### config.mk
export PLATFORM = sky130hd
export DESIGN_NAME = control_unit
export DESIGN_NICKNAME = d
export VERILOG_FILES = /design/src/rtl/control_unit.sv
export SDC_FILE = /design/constraint.sdc
export NUM_CORES = 1
export LEC_CHECK = 0
export CAP_MARGIN = 20
export CELL_PAD_IN_SITES_DETAIL_PLACEMENT = 0
export CELL_PAD_IN_SITES_GLOBAL_PLACEMENT = 1
export CORE_MARGIN = 2
export CORE_UTILIZATION = 21
export CTS_CLUSTER_SIZE = 10
export DETAILED_ROUTE_END_ITERATION = 12
export PLACE_DENSITY = 0.79
export SYNTH_ARGS = -nofsm -noshare
export SYNTH_HDL_FRONTEND = slang
export SYNTH_SLANG_ARGS = --single-unit
### constraint.sdc
create_clock -name clk -period 1.4 [get_ports clk]
set_input_delay 0.21 -clock clk [delete_from_list [all_inputs] [get_ports clk]]
set_output_delay 0.21 -clock clk [all_outputs]
set_load 0.02 [all_outputs]
### src/rtl/control_unit.sv
// rtl/control_unit.sv - multicycle RISC control FSM (IF/ID/EX/MEM/WB)
//
// Sequences the datapath (PC, register file, ALU, data/stack memory, SP)
// through fetch, decode, execute, memory and write-back. All control outputs
// are combinational from the current state, the opcode and the ALU flags.
// Only the state register is clocked.
//
// Optional build macro: CU_ILLEGAL_TRAP_EN
//   When defined, the illegal_op output is added. An illegal opcode (>= 17)
//   then parks the FSM in ID with PCwrite=0 until reset.
//   When undefined, an illegal opcode runs as a 2-cycle NOP.
//
// Ports:
//   clk, reset          rising-edge clock, synchronous active-high reset
//   OP                  6-bit opcode of the current instruction
//   Zeroflag, Negflag   ALU flags, meaningful in EX
//   state, next_state   current state and combinational next state
//   PCsrc, PCwrite      PC source select and PC load enable
//   IRwrite             instruction register load enable
//   ExtOp, Rs2Src       immediate extension and read-port-2 address select
//   RegRw, Rs1Rw        Rd write enable and Rs1 post-increment write enable
//   ALUsrc, ALUop       ALU B source and operation
//   DataInputSrc        memory write data select (register / PC+1)
//   MemR, MemW          memory read/write strobes, DataMemEn = MemR | MemW
//   WBdata              write-back source (ALU / memory)
//   illegal_op          (trap build only) illegal opcode seen in ID

module control_unit (
    input  logic       clk,
    input  logic       reset,
    input  logic [5:0] OP,
    input  logic       Zeroflag,
    input  logic       Negflag,
    output logic [2:0] state,
    output logic [2:0] next_state,
    output logic [1:0] PCsrc,
    output logic       PCwrite,
    output logic       IRwrite,
    output logic       ExtOp,
    output logic       Rs2Src,
    output logic       RegRw,
    output logic       Rs1Rw,
    output logic       ALUsrc,
    output logic       DataInputSrc,
    output logic [1:0] ALUop,
    output logic       MemR,
    output logic       MemW,
    output logic       WBdata,
`ifdef CU_ILLEGAL_TRAP_EN
    output logic       illegal_op,
`endif
    output logic       DataMemEn
);

    typedef enum logic [2:0] {
        S_IF  = 3'b000,
        S_ID  = 3'b001,
        S_EX  = 3'b010,
        S_MEM = 3'b011,
        S_WB  = 3'b100
    } state_t;

    localparam logic [5:0] OP_AND  = 6'd0;
    localparam logic [5:0] OP_ADD  = 6'd1;
    localparam logic [5:0] OP_SUB  = 6'd2;
    localparam logic [5:0] OP_ANDI = 6'd3;
    localparam logic [5:0] OP_ADDI = 6'd4;
    localparam logic [5:0] OP_LW   = 6'd5;
    localparam logic [5:0] OP_LWPI = 6'd6;
    localparam logic [5:0] OP_SW   = 6'd7;
    localparam logic [5:0] OP_BGT  = 6'd8;
    localparam logic [5:0] OP_BLT  = 6'd9;
    localparam logic [5:0] OP_BEQ  = 6'd10;
    localparam logic [5:0] OP_BNE  = 6'd11;
    localparam logic [5:0] OP_JMP  = 6'd12;
    localparam logic [5:0] OP_CALL = 6'd13;
    localparam logic [5:0] OP_RET  = 6'd14;
    localparam logic [5:0] OP_PUSH = 6'd15;
    localparam logic [5:0] OP_POP  = 6'd16;

    logic [2:0] state_q;
    logic [2:0] state_d;
    logic       br_taken;

    always_ff @(posedge clk) begin
        if (reset) begin
            state_q <= S_IF;
        end else begin
            state_q <= state_d;
        end
    end

    // Branch condition from the Rd - Rs1 comparison done by the ALU in EX.
    always_comb begin
        br_taken = 1'b0;
        case (OP)
            OP_BGT:  br_taken = !Zeroflag && !Negflag;
            OP_BLT:  br_taken = Negflag;
            OP_BEQ:  br_taken = Zeroflag;
            OP_BNE:  br_taken = !Zeroflag;
            default: br_taken = 1'b0;
        endcase
    end

    always_comb begin
        state_d      = S_IF;
        PCsrc        = 2'b00;
        PCwrite      = 1'b0;
        IRwrite      = 1'b0;
        ExtOp        = 1'b0;
        Rs2Src       = 1'b0;
        RegRw        = 1'b0;
        Rs1Rw        = 1'b0;
        ALUsrc       = 1'b0;
        DataInputSrc = 1'b0;
        ALUop        = 2'b00;
        MemR         = 1'b0;
        MemW         = 1'b0;
        WBdata       = 1'b0;
        case (state_q)
            S_IF: begin
                IRwrite = 1'b1;
                state_d = S_ID;
            end
            S_ID: begin
                case (OP)
                    OP_JMP: begin
                        PCsrc   = 2'b10;
                        PCwrite = 1'b1;
                        state_d = S_IF;
                    end
                    OP_CALL, OP_RET, OP_PUSH, OP_POP: state_d = S_MEM;
                    OP_AND, OP_ADD, OP_SUB, OP_ANDI, OP_ADDI,
                    OP_LW, OP_LWPI, OP_SW,
                    OP_BGT, OP_BLT, OP_BEQ, OP_BNE:   state_d = S_EX;
                    default: begin
`ifdef CU_ILLEGAL_TRAP_EN
                        // Park here; only reset leaves this state.
                        state_d = S_ID;
`else
                        PCsrc   = 2'b00;
                        PCwrite = 1'b1;
                        state_d = S_IF;
`endif
                    end
                endcase
            end
            S_EX: begin
                ExtOp = (OP != OP_ANDI);
                case (OP)
                    OP_AND, OP_ANDI: ALUop = 2'b00;
                    OP_ADD, OP_ADDI, OP_LW, OP_LWPI, OP_SW: ALUop = 2'b01;
                    default: ALUop = 2'b10;
                endcase
                ALUsrc = (OP == OP_ANDI) || (OP == OP_ADDI) || (OP == OP_LW) ||
                         (OP == OP_LWPI) || (OP == OP_SW);
                Rs2Src = (OP == OP_SW) || (OP == OP_BGT) || (OP == OP_BLT) ||
                         (OP == OP_BEQ) || (OP == OP_BNE);
                case (OP)
                    OP_AND, OP_ADD, OP_SUB, OP_ANDI, OP_ADDI: state_d = S_WB;
                    OP_LW, OP_LWPI, OP_SW:                    state_d = S_MEM;
                    OP_BGT, OP_BLT, OP_BEQ, OP_BNE: begin
                        PCwrite = 1'b1;
                        PCsrc   = br_taken ? 2'b01 : 2'b00;
                        state_d = S_IF;
                    end
                    default: state_d = S_IF;
                endcase
            end
            S_MEM: begin
                case (OP)
                    OP_LW, OP_LWPI, OP_POP: begin
                        MemR    = 1'b1;
                        state_d = S_WB;
                    end
                    OP_RET: begin
                        MemR    = 1'b1;
                        PCsrc   = 2'b11;
                        PCwrite = 1'b1;
                        state_d = S_IF;
                    end
                    OP_SW, OP_PUSH: begin
                        MemW    = 1'b1;
                        PCsrc   = 2'b00;
                        PCwrite = 1'b1;
                        state_d = S_IF;
                    end
                    OP_CALL: begin
                        // Return address (PC+1) is pushed while jumping.
                        MemW         = 1'b1;
                        DataInputSrc = 1'b1;
                        PCsrc        = 2'b10;
                        PCwrite      = 1'b1;
                        state_d      = S_IF;
                    end
                    default: state_d = S_IF;
                endcase
            end
            S_WB: begin
                RegRw   = 1'b1;
                PCsrc   = 2'b00;
                PCwrite = 1'b1;
                WBdata  = (OP == OP_LW) || (OP == OP_LWPI) || (OP == OP_POP);
                Rs1Rw   = (OP == OP_LWPI);
                state_d = S_IF;
            end
            default: state_d = S_IF;
        endcase
    end

`ifdef CU_ILLEGAL_TRAP_EN
    assign illegal_op = (state_q == S_ID) && (OP > OP_POP);
`endif

    assign DataMemEn  = MemR | MemW;
    assign state      = state_q;
    assign next_state = state_d;

endmodule

==> key figures <==
Synth
  • Post-synthesis average cell area: 6.21 um^2
  • EDFF count, synth: 0
  • Mapped cell area: 541 um^2
  • Synth top area share: 0.111
  • Sequential area share after synthesis: 0.111
  • Warnings from Yosys: 0
  • Cells after synthesis: 87
  • Post-synthesis cell type count: 34
  • Dominant cell type by area after synthesis: dfxtp_1
  • Mapped Nets: a little under 100
  • Synth area leaders: dfxtp_1, nand2_1, nor3_1
  • FFs w/ async S/R, synth: 0
  • Post-synth top cells: nand2_1, nor2_1, nor3_1
  • Synth Register Bits: 3
  • Cell with the most instances after synthesis: nand2_1
  • Top_reg_cell synth: dfxtp_1

Flow run
  • MaxCap Viol Count: 0

Finish
  • ANT cells: 0
  • Area of the multi-input gates: 673 um^2
  • Area Growth Syn to Fin: 171%
  • Share of cells above drive strength 1: 0.720
  • Fillers: 212
  • Final net count: 168
  • Storage cell area: 66.3 um^2
  • Max FFs per register: 3
  • Fin area: between 1000 and 1500 um^2

Clock network
  • H-tree Lvls: 1
  • Clock sink total: 3
  • Clock-pin slew on the worst setup and hold paths: around 0.040 ns
  • CTS buffer count: 3
  • Clk buf depth: 2
  • CTS tree: built
  • Clock Latency Late Sink: roughly 0.23 ns
  • CTS Root Cell: clkbuf_4
  • CTS Hold Bufs: 0

Placement
  • DP HPWL: approximately 1.7 mm
  • Pre-CTS WS: -1.19 ns
  • Cell area after placement: 1150 um^2
  • Number of port buffers: 31
  • Placer congestion estimate: about 0.84

Critical path
  • Max FO, Critical Path: 4
  • Crit path kind: flop to output port
  • Top delay family on crit path: simple AND/OR/NAND/NOR gates
  • Crit path from: state[2]
  • RR Startpoint: state[2]
  • Worst R2R Setup Slack: -0.10 ns
  • CP Launch Type: flop
  • Worst Reg2Reg Path Length in Cells: 5
  • CP max-delay cell: or3b_4
  • Stages on worst setup path: 4
  • Setup crit end: next_state[1]
  • CP endpoint kind: output port
  • CP cell instances: or3b_4 > or2_4 > o22ai_4 > buf_6
  • Max stage delay on crit path: 0.43 ns
  • RR Endpoint: state[1]
  • WP data required: roughly 1.2 ns
  • Critical path arrival: 1.60 ns
  • Crit path buf inv count: 1

Detailed routing
  • Post-route ant nets: 0
  • Drc violations: 0
  • Initial DRC count: 15
  • WL final: 2.64 mm
  • Drt pass-1 iters: 4
  • Post-DR vias/cell: 4.93
  • Via count: just over 900
  • Average wire per standard cell: 14.1 um

STA
  • Final period utilization: 1.29
  • Setup violators final: 20
  • Worst-Margin Slew: 0.296 ns
  • Fmax: 0.554 GHz
  • Fin. max-slew vios: 0
  • Setup ws final: -0.406 ns
  • Clk_skew: 0.0000205 ns
  • Rel. slew slack: 0.802
  • Fin. Hold Viols: 0
  • RSZ-0062 raised after global routing: yes
  • Min Tclk post-route: 1.81 ns

Power
  • Pwr dens: 386 nW/um^2
  • Max IR drop VDD: 0.289 mV
  • Leak: 0.668 nW

Floorplan
  • Core area: 2450 um^2
  • Die X: about 55 um
  • Chip height: 54.7 um
  • Rows: 18
  • Initial Utilization: 0.220
  • Die Area: ~3000 um^2
  • Number of placed I/O pins: 32

Global route
  • Tot GR Track Use: 0.176
  • Vias in the first global route: 850
  • Initial antenna violation count: 0
  • Global-route wire length before repair: 3.83 mm
  • Gr ovfl total: 0
  • Largest net degree at the start of global routing: 11

Outcome
  • Status: finished, violations left
  • Failing checks: negative setup slack

Min path
  • Hold Crit Class: primary input to flop
routing by layer:
| metal | share of wire | track usage |
|---|---|---|
| met4 | 0.0072 | 0.0625 |
| met3 | 0.033 | 0.0164 |
| met1 | 0.40 | 0.207 |
| met5 | 0 | 0 |
| met2 | 0.56 | 0.325 |
per-stage QoR:
| stage | power, mW | hold slack (ns) | setup TNS [ns] | utilization | instances |
|---|---|---|---|---|---|
| global route | 0.604 | 0.595 | -6.73 | 0.596 | 187 |
| global placement | 0.338 | 0.552 | -19.09 | 0.470 | 171 |
| finish | 0.564 | 0.587 | -5.51 | 0.596 | 187 |
| detailed placement | 0.341 | 0.559 | -19.48 | 0.470 | 171 |
| floorplan | 0.210 | 0.272 | -1.51 | - | 87 |
| CTS | 0.541 | 0.567 | -4.65 | 0.556 | 183 |
final cells by class:
cell class                 count  area share
sequential                     3      0.0453
multi-input combinational     76       0.460
clock buffer                   4      0.0180
tap                           30      0.0257
inverter                       3     0.00941
timing repair buffer          71       0.441
cell usage in the layout, fill, tap and decap left out, types with 2 or more instances in the layout:
master / synthesis / layout
or3_1: 3 / 2
nor2_2: 0 / 4
nand2_1: 14 / 9
clkbuf_4: 0 / 3
dfxtp_2: 0 / 2
nand2_2: 0 / 3
inv_1: 3 / 2
a21oi_2: 0 / 3
nor3_2: 0 / 4
nor2_1: 10 / 5
buf_4: 0 / 36
buf_6: 1 / 22
a21oi_1: 5 / 2
clkdlybuf4s15_2: 0 / 3
buf_8: 0 / 2
nor3_1: 8 / 3
nand2_4: 0 / 2
and2b_1: 2 / 2
nor2b_2: 0 / 2
or3b_4: 1 / 2
a211o_1: 2 / 2
nand2b_1: 4 / 3
buf_2: 1 / 2
nor2b_1: 5 / 3
clkdlybuf4s50_1: 0 / 3
logic make-up after synthesis:
family                 count (synthesis)  synth area share
AO/OA/AOI/OAI                         18             0.236
XOR/XNOR                               1            0.0162
buffers and inverters                  8            0.0717
flip-flops                             3             0.111
AND/OR/NAND/NOR                       57             0.565
where the power goes:
part	switching [mW]	internal [mW]	leakage, nW
clock network	0.0432	0.107	0.0150
logic	0.156	0.165	0.627
registers	0.00370	0.0887	0.0260
how the worst min path moves through the flow:
stage	slack, ns	end	cells past startpoint	startpoint
floorplan	0.27	state[2]	1	reset
global placement	0.55	state[0]	2	state[2]
detailed placement	0.56	state[0]	2	state[2]
CTS	0.57	state[2]	2	reset
global route	0.60	state[2]	2	reset
finish	0.59	state[2]	2	reset
worst register-to-register path: cells and delay by family, from the launching register on:
kind            cells  cell delay (ns)
compound gates      1             0.18
buf+inv             1             0.12
flops               1             0.33
simple gates        3             0.81
repair_timing:
item	CTS	global route
endpoints found under the setup margin	25	21
pin swaps	13	3
resized for setup	165	26
buffers inserted	8	5
No activity file was read; power rests on OpenSTA's default activity.
